--- src/rtl/id_ex_stage_if.sv ---
// ID/EX stage bundle: decode-side input fields with valid/ready, execute-side
// registered outputs with valid/ready, plus flush and occupancy.
interface id_ex_stage_if #(
    parameter int DATA_W = 32,
    parameter int REG_W  = 5,
    parameter int CTRL_W = 8
);
    // Handshake: a transfer happens on a rising edge where valid & ready are both 1;
    // valid must not depend on ready, and ready never depends combinationally on valid.
    logic              in_valid;
    logic              in_ready;
    logic [DATA_W-1:0] in_add;
    logic [DATA_W-1:0] in_dato1;
    logic [DATA_W-1:0] in_dato2;
    logic [DATA_W-1:0] in_extend;
    logic [REG_W-1:0]  in_b25_21;
    logic [REG_W-1:0]  in_b20_16;
    logic [REG_W-1:0]  in_b15_11;
    logic [CTRL_W-1:0] in_ctrl;
    logic              flush;

    logic              ou_valid;
    logic              ou_ready;
    logic [DATA_W-1:0] ou_add;
    logic [DATA_W-1:0] ou_dato_1;
    logic [DATA_W-1:0] ou_dato_2;
    logic [DATA_W-1:0] ou_extend;
    logic [REG_W-1:0]  ou_b25_21;
    logic [REG_W-1:0]  ou_b20_16;
    logic [REG_W-1:0]  ou_b15_11;
    logic [CTRL_W-1:0] ou_ctrl;
    logic [1:0]        ou_occ;

    modport master (
        output in_valid, in_add, in_dato1, in_dato2, in_extend,
               in_b25_21, in_b20_16, in_b15_11, in_ctrl, flush, ou_ready,
        input  in_ready, ou_valid, ou_add, ou_dato_1, ou_dato_2, ou_extend,
               ou_b25_21, ou_b20_16, ou_b15_11, ou_ctrl, ou_occ
    );

    modport slave (
        input  in_valid, in_add, in_dato1, in_dato2, in_extend,
               in_b25_21, in_b20_16, in_b15_11, in_ctrl, flush, ou_ready,
        output in_ready, ou_valid, ou_add, ou_dato_1, ou_dato_2, ou_extend,
               ou_b25_21, ou_b20_16, ou_b15_11, ou_ctrl, ou_occ
    );
endinterface

--- src/rtl/id_ex_stage.sv ---
// ID/EX pipeline register with a main slot driving the outputs and a one-entry
// skid slot, so in_ready is a pure register and stalls never drop an instruction.
module id_ex_stage #(
    parameter int DATA_W = 32,
    parameter int REG_W  = 5,
    parameter int CTRL_W = 8
) (
    input logic          clk,
    input logic          rst_n,
    id_ex_stage_if.slave stage_io
);

    typedef struct packed {
        logic [DATA_W-1:0] add;
        logic [DATA_W-1:0] dato1;
        logic [DATA_W-1:0] dato2;
        logic [DATA_W-1:0] extend;
        logic [REG_W-1:0]  rs;
        logic [REG_W-1:0]  rt;
        logic [REG_W-1:0]  rd;
        logic [CTRL_W-1:0] ctrl;
    } payload_t;

    payload_t main_q, main_d;
    payload_t skid_q, skid_d;
    logic     main_valid_q, main_valid_d;
    logic     skid_valid_q, skid_valid_d;

    payload_t in_pl;
    logic     in_ready;
    logic     main_free;
    logic     accept;

    // Control is zeroed at capture when the slot is empty, so a bubble is a NOP.
    always_comb begin
        in_pl        = '0;
        in_pl.add    = stage_io.in_add;
        in_pl.dato1  = stage_io.in_dato1;
        in_pl.dato2  = stage_io.in_dato2;
        in_pl.extend = stage_io.in_extend;
        in_pl.rs     = stage_io.in_b25_21;
        in_pl.rt     = stage_io.in_b20_16;
        in_pl.rd     = stage_io.in_b15_11;
        in_pl.ctrl   = stage_io.in_valid ? stage_io.in_ctrl : '0;
    end

    assign in_ready  = rst_n & ~skid_valid_q;
    assign main_free = ~main_valid_q | stage_io.ou_ready;
    assign accept    = stage_io.in_valid & in_ready;

    always_comb begin
        main_d       = main_q;
        skid_d       = skid_q;
        main_valid_d = main_valid_q;
        skid_valid_d = skid_valid_q;
        if (stage_io.flush) begin
            main_valid_d = 1'b0;
            skid_valid_d = 1'b0;
            main_d.ctrl  = '0;
        end else if (main_free) begin
            if (skid_valid_q) begin
                main_d       = skid_q;
                main_valid_d = 1'b1;
                skid_valid_d = 1'b0;
            end else begin
                main_d       = in_pl;
                main_valid_d = stage_io.in_valid;
            end
        end else if (accept) begin
            skid_d       = in_pl;
            skid_valid_d = 1'b1;
        end
    end

    always_ff @(posedge clk) begin
        if (!rst_n) begin
            main_q       <= '0;
            skid_q       <= '0;
            main_valid_q <= 1'b0;
            skid_valid_q <= 1'b0;
        end else begin
            main_q       <= main_d;
            skid_q       <= skid_d;
            main_valid_q <= main_valid_d;
            skid_valid_q <= skid_valid_d;
        end
    end

    assign stage_io.in_ready  = in_ready;
    assign stage_io.ou_valid  = main_valid_q;
    assign stage_io.ou_add    = main_q.add;
    assign stage_io.ou_dato_1 = main_q.dato1;
    assign stage_io.ou_dato_2 = main_q.dato2;
    assign stage_io.ou_extend = main_q.extend;
    assign stage_io.ou_b25_21 = main_q.rs;
    assign stage_io.ou_b20_16 = main_q.rt;
    assign stage_io.ou_b15_11 = main_q.rd;
    assign stage_io.ou_ctrl   = main_q.ctrl;
    assign stage_io.ou_occ    = 2'(main_valid_q) + 2'(skid_valid_q);

endmodule

--- src/flat_wrapper.sv ---
// flat-port wrapper written by rule: the top's interface ports become plain ports
module id_ex_stage_flat 
#(
    parameter int DATA_W = 32,
    parameter int REG_W  = 5,
    parameter int CTRL_W = 8
)
  (clk, rst_n, stage_io_in_valid, stage_io_in_add, stage_io_in_dato1, stage_io_in_dato2, stage_io_in_extend, stage_io_in_b25_21, stage_io_in_b20_16, stage_io_in_b15_11, stage_io_in_ctrl, stage_io_flush, stage_io_ou_ready, stage_io_in_ready, stage_io_ou_valid, stage_io_ou_add, stage_io_ou_dato_1, stage_io_ou_dato_2, stage_io_ou_extend, stage_io_ou_b25_21, stage_io_ou_b20_16, stage_io_ou_b15_11, stage_io_ou_ctrl, stage_io_ou_occ);
  id_ex_stage_if #(.DATA_W(DATA_W), .REG_W(REG_W), .CTRL_W(CTRL_W)) stage_io_i ();
  input logic clk;
  input logic rst_n;
  input wire logic [$bits(stage_io_i.in_valid)-1:0] stage_io_in_valid;
  input wire logic [$bits(stage_io_i.in_add)-1:0] stage_io_in_add;
  input wire logic [$bits(stage_io_i.in_dato1)-1:0] stage_io_in_dato1;
  input wire logic [$bits(stage_io_i.in_dato2)-1:0] stage_io_in_dato2;
  input wire logic [$bits(stage_io_i.in_extend)-1:0] stage_io_in_extend;
  input wire logic [$bits(stage_io_i.in_b25_21)-1:0] stage_io_in_b25_21;
  input wire logic [$bits(stage_io_i.in_b20_16)-1:0] stage_io_in_b20_16;
  input wire logic [$bits(stage_io_i.in_b15_11)-1:0] stage_io_in_b15_11;
  input wire logic [$bits(stage_io_i.in_ctrl)-1:0] stage_io_in_ctrl;
  input wire logic [$bits(stage_io_i.flush)-1:0] stage_io_flush;
  input wire logic [$bits(stage_io_i.ou_ready)-1:0] stage_io_ou_ready;
  output wire logic [$bits(stage_io_i.in_ready)-1:0] stage_io_in_ready;
  output wire logic [$bits(stage_io_i.ou_valid)-1:0] stage_io_ou_valid;
  output wire logic [$bits(stage_io_i.ou_add)-1:0] stage_io_ou_add;
  output wire logic [$bits(stage_io_i.ou_dato_1)-1:0] stage_io_ou_dato_1;
  output wire logic [$bits(stage_io_i.ou_dato_2)-1:0] stage_io_ou_dato_2;
  output wire logic [$bits(stage_io_i.ou_extend)-1:0] stage_io_ou_extend;
  output wire logic [$bits(stage_io_i.ou_b25_21)-1:0] stage_io_ou_b25_21;
  output wire logic [$bits(stage_io_i.ou_b20_16)-1:0] stage_io_ou_b20_16;
  output wire logic [$bits(stage_io_i.ou_b15_11)-1:0] stage_io_ou_b15_11;
  output wire logic [$bits(stage_io_i.ou_ctrl)-1:0] stage_io_ou_ctrl;
  output wire logic [$bits(stage_io_i.ou_occ)-1:0] stage_io_ou_occ;
  assign stage_io_i.in_valid = stage_io_in_valid;
  assign stage_io_i.in_add = stage_io_in_add;
  assign stage_io_i.in_dato1 = stage_io_in_dato1;
  assign stage_io_i.in_dato2 = stage_io_in_dato2;
  assign stage_io_i.in_extend = stage_io_in_extend;
  assign stage_io_i.in_b25_21 = stage_io_in_b25_21;
  assign stage_io_i.in_b20_16 = stage_io_in_b20_16;
  assign stage_io_i.in_b15_11 = stage_io_in_b15_11;
  assign stage_io_i.in_ctrl = stage_io_in_ctrl;
  assign stage_io_i.flush = stage_io_flush;
  assign stage_io_i.ou_ready = stage_io_ou_ready;
  assign stage_io_in_ready = stage_io_i.in_ready;
  assign stage_io_ou_valid = stage_io_i.ou_valid;
  assign stage_io_ou_add = stage_io_i.ou_add;
  assign stage_io_ou_dato_1 = stage_io_i.ou_dato_1;
  assign stage_io_ou_dato_2 = stage_io_i.ou_dato_2;
  assign stage_io_ou_extend = stage_io_i.ou_extend;
  assign stage_io_ou_b25_21 = stage_io_i.ou_b25_21;
  assign stage_io_ou_b20_16 = stage_io_i.ou_b20_16;
  assign stage_io_ou_b15_11 = stage_io_i.ou_b15_11;
  assign stage_io_ou_ctrl = stage_io_i.ou_ctrl;
  assign stage_io_ou_occ = stage_io_i.ou_occ;
  id_ex_stage #(.DATA_W(DATA_W), .REG_W(REG_W), .CTRL_W(CTRL_W)) u_core (.clk(clk), .rst_n(rst_n), .stage_io(stage_io_i));
endmodule
--- config.mk ---
export PLATFORM = sky130hd
export DESIGN_NAME = id_ex_stage_flat
export DESIGN_NICKNAME = d
export VERILOG_FILES = /design/src/rtl/id_ex_stage_if.sv /design/src/rtl/id_ex_stage.sv /design/src/flat_wrapper.sv
export SDC_FILE = /design/constraint.sdc
export NUM_CORES = 1
export LEC_CHECK = 0
export ABC_AREA = 1
export BUFFER_PORTS_ARGS = -buffer_cell sky130_fd_sc_hd__buf_2
export CORE_UTILIZATION = 54
export CTS_CLUSTER_SIZE = 10
export DETAILED_ROUTE_END_ITERATION = 6
export GPL_TIMING_DRIVEN = 0
export HOLD_SLACK_MARGIN = 0.02
export PLACE_DENSITY_LB_ADDON = 0.05
export SYNTH_ARGS = -nofsm -noshare
export SYNTH_HDL_FRONTEND = slang
export SYNTH_SLANG_ARGS = --single-unit
--- constraint.sdc ---
create_clock -name clk -period 2 [get_ports clk]
set_input_delay 0 -clock clk [delete_from_list [all_inputs] [get_ports clk]]
set_output_delay 0 -clock clk [all_outputs]
set_load 0.01 [all_outputs]
# Word-level counts from Yosys, hierarchy flattened
# Cells that the tools add are included.
# classes
add_sub_neg	1
n_mux	3
n_bitwise	8
n_reduce_logical	4
# ops
cell	n
151-bit 2-to-1 mux	1
8-bit 2-to-1 mux	1
1-bit NOT	5
3-bit AND reduction	1
3-bit OR reduction	1
1-bit by 1-bit adder with 2-bit output	1
1-bit AND	2
2-bit AND reduction	1
2-bit OR reduction	1
1-bit 2-to-1 mux	1
1-bit bitwise OR	1
# totals
register_bits	304
input_bits	156
out_inout_bits	155
elab_cells	34

# Logic depth before layout (Yosys ltp)
# Gate-level depths: netlist (run 1).
# logic_depth
word_depth	4
depth_mapped	9
depth_no_buf	6

# Least setup slack after synthesis (run 1)
# Ideal clock, no wire load.
# synth_timing
path_type	register to register
startpoint	reg u_core.main_valid_q, in the netlist u_core.stage_io.ou_valid
endpoint	reg u_core.skid_q[0] (netlist bit)
setup_ns	0.113
arrival_time_ns	1.274
t_required_ns	1.887
slack_ns	0.613
path_stages_with_launch	8
n_path_buf	2
synth_period_minus_slack_ns	1.387
cell_sequence	dfxtp_1 inv_2 nor2_4 clkbuf_1 buf_2 nand3_1 nand2_1 nor2_1
# synth_via
elab_chain_cells	4
# synth_lines
element	line	text
start, declared	id_ex_stage.sv:26	logic main_valid_q, main_valid_d;
start signal, assigned	id_ex_stage.sv:84	main_valid_q <= main_valid_d;
1-bit NOT	id_ex_stage.sv:48	assign main_free = ~main_valid_q | stage_io.ou_ready;
1-bit bitwise OR	id_ex_stage.sv:48	
1-bit NOT (no line)	n/a	
3-bit AND reduction (no line)	n/a	
end signal, assigned	id_ex_stage.sv:83	skid_q <= skid_d;
end, declared	id_ex_stage.sv:25	payload_t skid_q, skid_d;
# No other way between the ends.
# A chain may end at the register's enable or synchronous reset.

# Worst setup path in the final report (run 1)
# layout_timing
startpoint	reg u_core.skid_valid_q
endpoint	reg u_core.skid_q[3] (netlist bit)
# layout_via
elab_chain_cells	4
# layout_lines
element	line	text
start, declared	id_ex_stage.sv:27	logic skid_valid_q, skid_valid_d;
start signal, assigned	id_ex_stage.sv:85	skid_valid_q <= skid_valid_d;
1-bit NOT	id_ex_stage.sv:47	assign in_ready = rst_n & ~skid_valid_q;
1-bit AND	id_ex_stage.sv:47	
1-bit AND	id_ex_stage.sv:49	assign accept = stage_io.in_valid & in_ready;
3-bit AND reduction (no line)	n/a	
# No other way between the ends.

==> flow_summary_export.csv, run 1 <==
group,metric,value,unit
detailed_routing,drt-initial-drc-count,989,
layout,final_core_util,74.6,%
power,power_leakage,8.24,nW
sta,worst_slew_pin_slew,913,ps
setup_path,crit_type,"reg2reg",
status,status,"completed",
cts,numClockSinks,304,
place,placed_area,0.0152,mm2
hold_path,holdCritPathClass,"in2reg",
sta,post-route-min-period,1900,ps
layout,drive_gt1_share,17.7,%
grt,antenna_found_initial,3,
setup_path,worstPathMaxFanout,10,
detailed_routing,wl_met2,18.4,mm
sta,max_freq,526,MHz
place,numPortBuffers,309,
grt,grt_pass1_vias,12800,
detailed_routing,wirelength,39.6,mm
logic_synthesis,ys.warnings.count,0,
layout,fillers,1975,
layout,stdcell_area,0.0177,mm2
cts,cts_buffers,36,
sta,skew,8.03,ps
setup_path,startpoint,"u_core.skid_valid_q",
layout,syn_to_final_growth,33.9,%
place,dp_hpwl,25.8,mm
job,maxCapViolations,0,
cts,cts.reportedPaths.clkPinSlew,50,ps
sta,rsz0062_at_grt,"no",
layout,seq_area,0.00609,mm2
logic_synthesis,ys_ff_latch,304,
logic_synthesis,syn_nets,2139,
setup_path,critPathBufInv,4,
cts,htree_levels,2,
detailed_routing,drt_first_pass_iters,5,
die,rows,56,
logic_synthesis,synthDistinctLibCells,19,
grt,grt_overflow,0,
hold_path,min_from,"stage_io_in_valid",
sta,setup_tns,0,ps
power,clkPwrFrac,41.7,%
detailed_routing,wl_met3,2.79,mm
setup_path,cp_slowest_stage_delay,320,ps
logic_synthesis,syn_area_per_cell,6.67,um2
die,dieArea,0.0251,mm2
power,pwr-share-comb,11.8,%
die,initial_utilization,55.7,%
die,die_w,159,um
power,swShare,24.3,%
detailed_routing,ant_nets,0,
cts,clk_latency,510,ps
setup_path,end_kind,"flop",
cts,cts_root_buf,"clkbuf_16",
sta,finalHoldViolCount,0,
setup_path,crit_family,"buffers and inverters",
setup_path,required,2400,ps
grt,grt_max_degree,11,
detailed_routing,routed_via_density,5.06,
grt,grtUsageTotal,30.7,%
cts,clk_path_buf_depth,3,
sta,slew_headroom,39.1,%
setup_path,worstPathCellList,"clkbuf_4, inv_2, nand2_1, nor2_4, buf_4, buf_4, nand3_1, nand2_1, nor2_1",
logic_synthesis,ys_seq_area_share,46.0,%
die,coreArea,0.0238,mm2
detailed_routing,drc,0,
power,p_switching,3.33,mW
die,pin_count,311,
sta,min_period_over_period,95.0,%
detailed_routing,wl_met1,17.3,mm
detailed_routing,top_layer_used,"met4",
setup_path,cp-start-kind,"flop",
die,fp.dieH,159,um
sta,finalSetupViolCount,0,
logic_synthesis,synth_area,0.0132,mm2
cts,cts_tree,"done",
power,intPower,10.4,mW
layout,nets,2642,
sta,finalMaxSlewViolations,0,
power,p_per_area,772,mW/mm2
detailed_routing,vias,14200,
power,power_frac_seq,46.5,%
setup_path,r2r-start,"u_core.skid_valid_q",
setup_path,cp.arrival,2300,ps
place,place.gp.congestion,0.856,
power,vdd_ir_drop_max,0.562,mV
logic_synthesis,syn-instance-count,1982,
layout,multi_input_area,0.00578,mm2
detailed_routing,wl_per_cell,14.1,um
grt,grt_pass1_wl,61.4,mm
setup_path,critPathSlowestCell,"dfxtp_1",
## through the flow
stage | setup WS (ps) | cells | hold WS, ps | total power [mW]
after floorplan | 613 | 1982 | 219 | 7.27
after global placement | -56.3 | 2610 | 322 | 7.80
after detailed placement | -119 | 2610 | 331 | 7.82
after CTS | 85.1 | 2804 | 30.5 | 13.7
after global routing | 2.57 | 2809 | 121 | 14.2
final | 99.1 | 2812 | 52.7 | 13.7
## Yosys cell counts (all sizes together)
cell type  number  share of area, %
buf           100               4.5
dfxtp         304                46
clkbuf         45               1.3
nand2         603                17
inv           159               4.5
nand3         152               5.8
ha              1             0.095
o21ai         157               5.9
a21oi         150               5.7
o211ai          2              0.11
nor2          308               8.9
nor3            1             0.038
## sequential cells by signal (all words and copies together) (netlist names)
name,count
u_core.skid_q,151
u_core.stage_io.ou_add,32
u_core.stage_io.ou_dato_1,32
u_core.stage_io.ou_dato_2,32
u_core.stage_io.ou_extend,32
u_core.stage_io.ou_ctrl,8
u_core.stage_io.ou_b15_11,5
u_core.stage_io.ou_b20_16,5
u_core.stage_io.ou_b25_21,5
u_core.skid_valid_q,1
u_core.stage_io.ou_valid,1
## routing by layer
| metal | global-route usage (%) | vias up |
|---|---|---|
| met5 | 0 | - |
| met1 | 39.4 | 6484 |
| li1 | - | 7176 |
| met2 | 50.4 | 488 |
| met3 | 6.23 | 93 |
| met4 | 12.0 | 0 |
## worst reg2reg max path, stage by stage, from the launching register on
cell and delay [ps]:
dfxtp_1 320, clkbuf_4 220, inv_2 160, nand2_1 120
nor2_4 250, buf_4 290, buf_4 210, nand3_1 90
nand2_1 70, nor2_1 50
## timing repair
action / 4_1_cts / 5_1_grt
resized for setup: 2 / 1
buffers inserted: 0 / 2
pin swaps: 0 / 1
endpoints found under the hold margin: 304 / 0
hold buffers: 154 / 0
setup endpoints to repair: 119 / 121
## power groups by stage
stage	combinational (mW)	clock, mW	sequential, mW
floorplan	0.701	0	6.57
global route	1.79	6.01	6.38
detailed placement	1.34	0	6.48
CTS	1.59	5.76	6.35
finish	1.62	5.70	6.36
global placement	1.33	0	6.47
## cells by family (layout without fill, tap and decap cells)
| family | after synthesis | count (layout) | synth area share [%] |
|---|---|---|---|
| simple gates | 1064 | 1064 | 31.9 |
| flops | 304 | 304 | 46.0 |
| fa+ha+maj | 1 | 1 | 0.0946 |
| other cells | 0 | 6 | 0 |
| buf+inv | 304 | 809 | 10.3 |
| compound gates | 309 | 309 | 11.7 |
## layout by cell type (no fill, tap or decap), drive strengths merged
| master | instances |
|---|---|
| inv | 159 |
| nor2 | 308 |
| nor3 | 1 |
| dfxtp | 304 |
| a21oi | 150 |
| diode | 6 |
| buf | 410 |
| dlygate4sd3 | 154 |
| nand3 | 152 |
| clkbuf | 85 |
| ha | 1 |
| nand2 | 603 |
| bufinv | 1 |
| o211ai | 2 |
| o21ai | 157 |
## final cells by class
type | instances | share of cell area, %
antenna | 6 | 0.0848
buffer | 145 | 4.34
clock buffer | 39 | 5.27
clock inverter | 1 | 0.170
inverter | 159 | 3.37
multi-input combinational | 1374 | 32.6
sequential | 304 | 34.4
tap | 319 | 2.25
timing repair buffer | 465 | 17.5
## final timing paths
path                                                       to  slack, ps  cells past startpoint
worst min-delay path                      u_core.skid_valid_q         50                      4
worst min register to register  u_core.stage_io.ou_extend[16]        460                      2
worst max-delay path                         u_core.skid_q[3]        100                      9
worst max register to register               u_core.skid_q[3]        100                      9
No activity file was read; power rests on OpenSTA's default activity.
==> run 2, diff against run 1 <==
CORE_MARGIN = 2   (was not set)
==> flow_summary_export.csv, run 2 (same netlist as run 1, synthesis figures left out) <==
group,metric,value,unit
detailed_routing,ant_nets,0,
layout,layout_common_cells,"nand2_1 (601), buf_2 (352), nor2_1 (305)",
setup_path,end_kind,"flop",
grt,grt_pass1_vias,13200,
sta,finalHoldViolCount,0,
layout,seq_area,0.00609,mm2
die,fp.dieH,161,um
place,place_ws,-106,ps
setup_path,r2r_slack,160,ps
detailed_routing,drc,0,
sta,max_freq,545,MHz
power,p_per_area,770,mW/mm2
layout,largest_reg_flops,151,
grt,grt_pass1_wl,63.7,mm
die,dieArea,0.0258,mm2
grt,grt_max_degree,11,
grt,grtUsageTotal,30.1,%
job,maxCapViolations,0,
sta,skew,10.5,ps
cts,cts_tree,"done",
layout,nets,2641,
die,initial_utilization,54.7,%
layout,final_common_cell,"nand2_1",
die,rows,57,
setup_path,required,2430,ps
sta,rsz0062_at_grt,"no",
die,coreArea,0.0242,mm2
sta,slew_headroom,33.3,%
setup_path,r2r_cells,7,
detailed_routing,drt_first_pass_iters,5,
detailed_routing,wl_per_cell,14.1,um
cts,htree_levels,2,
setup_path,cp-start-kind,"flop",
layout,drive_gt1_share,17.7,%
die,pin_count,311,
layout,syn_to_final_growth,33.8,%
power,vdd_ir_drop_max,0.693,mV
setup_path,crit_type,"reg2reg",
hold_path,worstHoldEndpoint,"u_core.skid_valid_q",
die,die_w,161,um
detailed_routing,drt-initial-drc-count,1059,
sta,min_period_over_period,91.8,%
layout,multi_input_area,0.00578,mm2
power,total_power,13.6,mW
sta,finalSetupViolCount,0,
place,dp_hpwl,26.0,mm
setup_path,cp.arrival,2270,ps
cts,numClockSinks,304,
grt,antenna_found_initial,1,
setup_path,rr_endpoint,"u_core.stage_io.ou_extend[13]",
cts,cts.reportedPaths.clkPinSlew,60,ps
cts,clk_latency,510,ps
detailed_routing,routed_via_density,5.10,
layout,fillers,2081,
hold_path,holdCritPathClass,"in2reg",
detailed_routing,vias,14300,
detailed_routing,wirelength,39.8,mm
cts,cts_buffers,36,
hold_path,hold_depth,4,
cts,cts_root_buf,"clkbuf_16",
sta,post-route-min-period,1840,ps
hold_path,min_from,"stage_io_in_valid",
power,power_leakage,8.23,nW
sta,setup_tns,0,ps
sta,worst_slack,165,ps
layout,largest-register,"u_core.skid_q",
sta,worst_slew_pin_slew,1000,ps
status,status,"completed",
sta,finalMaxSlewViolations,0,
place,numPortBuffers,309,
setup_path,r2r-start,"u_core.stage_io.ou_valid",
cts,clk_path_buf_depth,3,
place,place.gp.congestion,0.846,
sta,whs,77.1,ps
setup_path,worstPathMaxFanout,10,
grt,grt_overflow,0,
==> run 2: cell types whose count changed in the layout (fill, tap and decap cells not counted), sizes merged <==
cell / previous run / this run
clkbuf: 85 / 89
bufinv: 1 / 0
dlygate4sd3: 154 / 153
buf: 410 / 409
diode: 6 / 1
==> run 2: routing by layer <==
metal / part of all wire, % / vias up / wire length, um / track usage, %
met1: 43 / 6550 / 17300 / 40.4
li1: - / 7161 / - / -
met5: 0 / - / 0 / 0
met2: 46 / 534 / 18100 / 48.4
met3: 7.8 / 95 / 3110 / 6.07
met4: 3.2 / 0 / 1280 / 11.1
==> run 2: power breakdown <==
group / internal, mW / switching (mW) / total (mW)
logic: 0.706 / 0.920 / 1.63
clock network: 3.31 / 2.33 / 5.64
registers: 6.26 / 0.100 / 6.36
total: 10.3 / 3.35 / 13.6
==> run 2: worst max path at each step <==
stage	startpoint	depth (start not counted)	end	slack (ps)
after detailed placement	u_core.stage_io.ou_valid	7	u_core.skid_q[27]	-110
after global routing	u_core.stage_io.ou_valid	7	u_core.stage_io.ou_extend[13]	20
after CTS	u_core.skid_valid_q	9	u_core.skid_q[27]	50
after global placement	u_core.stage_io.ou_valid	7	u_core.skid_q[16]	-50
after floorplan	u_core.stage_io.ou_valid	7	u_core.skid_q[0]	610
final	u_core.stage_io.ou_valid	7	u_core.stage_io.ou_extend[13]	160
==> run 2: critical path, cell delays in order, from the launching register on <==
cell and delay [ps]:
dfxtp_1 360, nand2_4 140, nand2_2 230, inv_4 230
buf_4 270, buf_2 270, nand2_1 110, a21oi_1 150
==> run 2: layout make-up <==
| type | instances | share of cell area [%] |
|---|---|---|
| Tap cell | 324 | 2.29 |
| Multi-Input combinational cell | 1374 | 32.7 |
| Buffer | 145 | 4.38 |
| Timing Repair Buffer | 464 | 17.5 |
| Inverter | 159 | 3.39 |
| Clock buffer | 42 | 5.39 |
| Antenna cell | 1 | 0.0141 |
| Sequential cell | 304 | 34.4 |
==> run 2: timing repair <==
item | CTS | global route
setup endpoints to repair | 100 | 116
pin swaps | 0 | 1
gates resized for setup | 2 | 4
hold buffers | 153 | 0
endpoints found under the hold margin | 304 | 0
cloned | 0 | 0
setup buffers | 0 | 2
==> run 2: stage by stage <==
step | cell area, um2 | utilization [%] | instances
2_1_floorplan | 13200 | - | 1982
3_3_place_gp | 15200 | 62.8 | 2615
3_5_place_dp | 15200 | 62.8 | 2615
4_1_cts | 17700 | 73.1 | 2810
5_1_grt | 17700 | 73.2 | 2813
6_report | 17700 | 73.2 | 2813
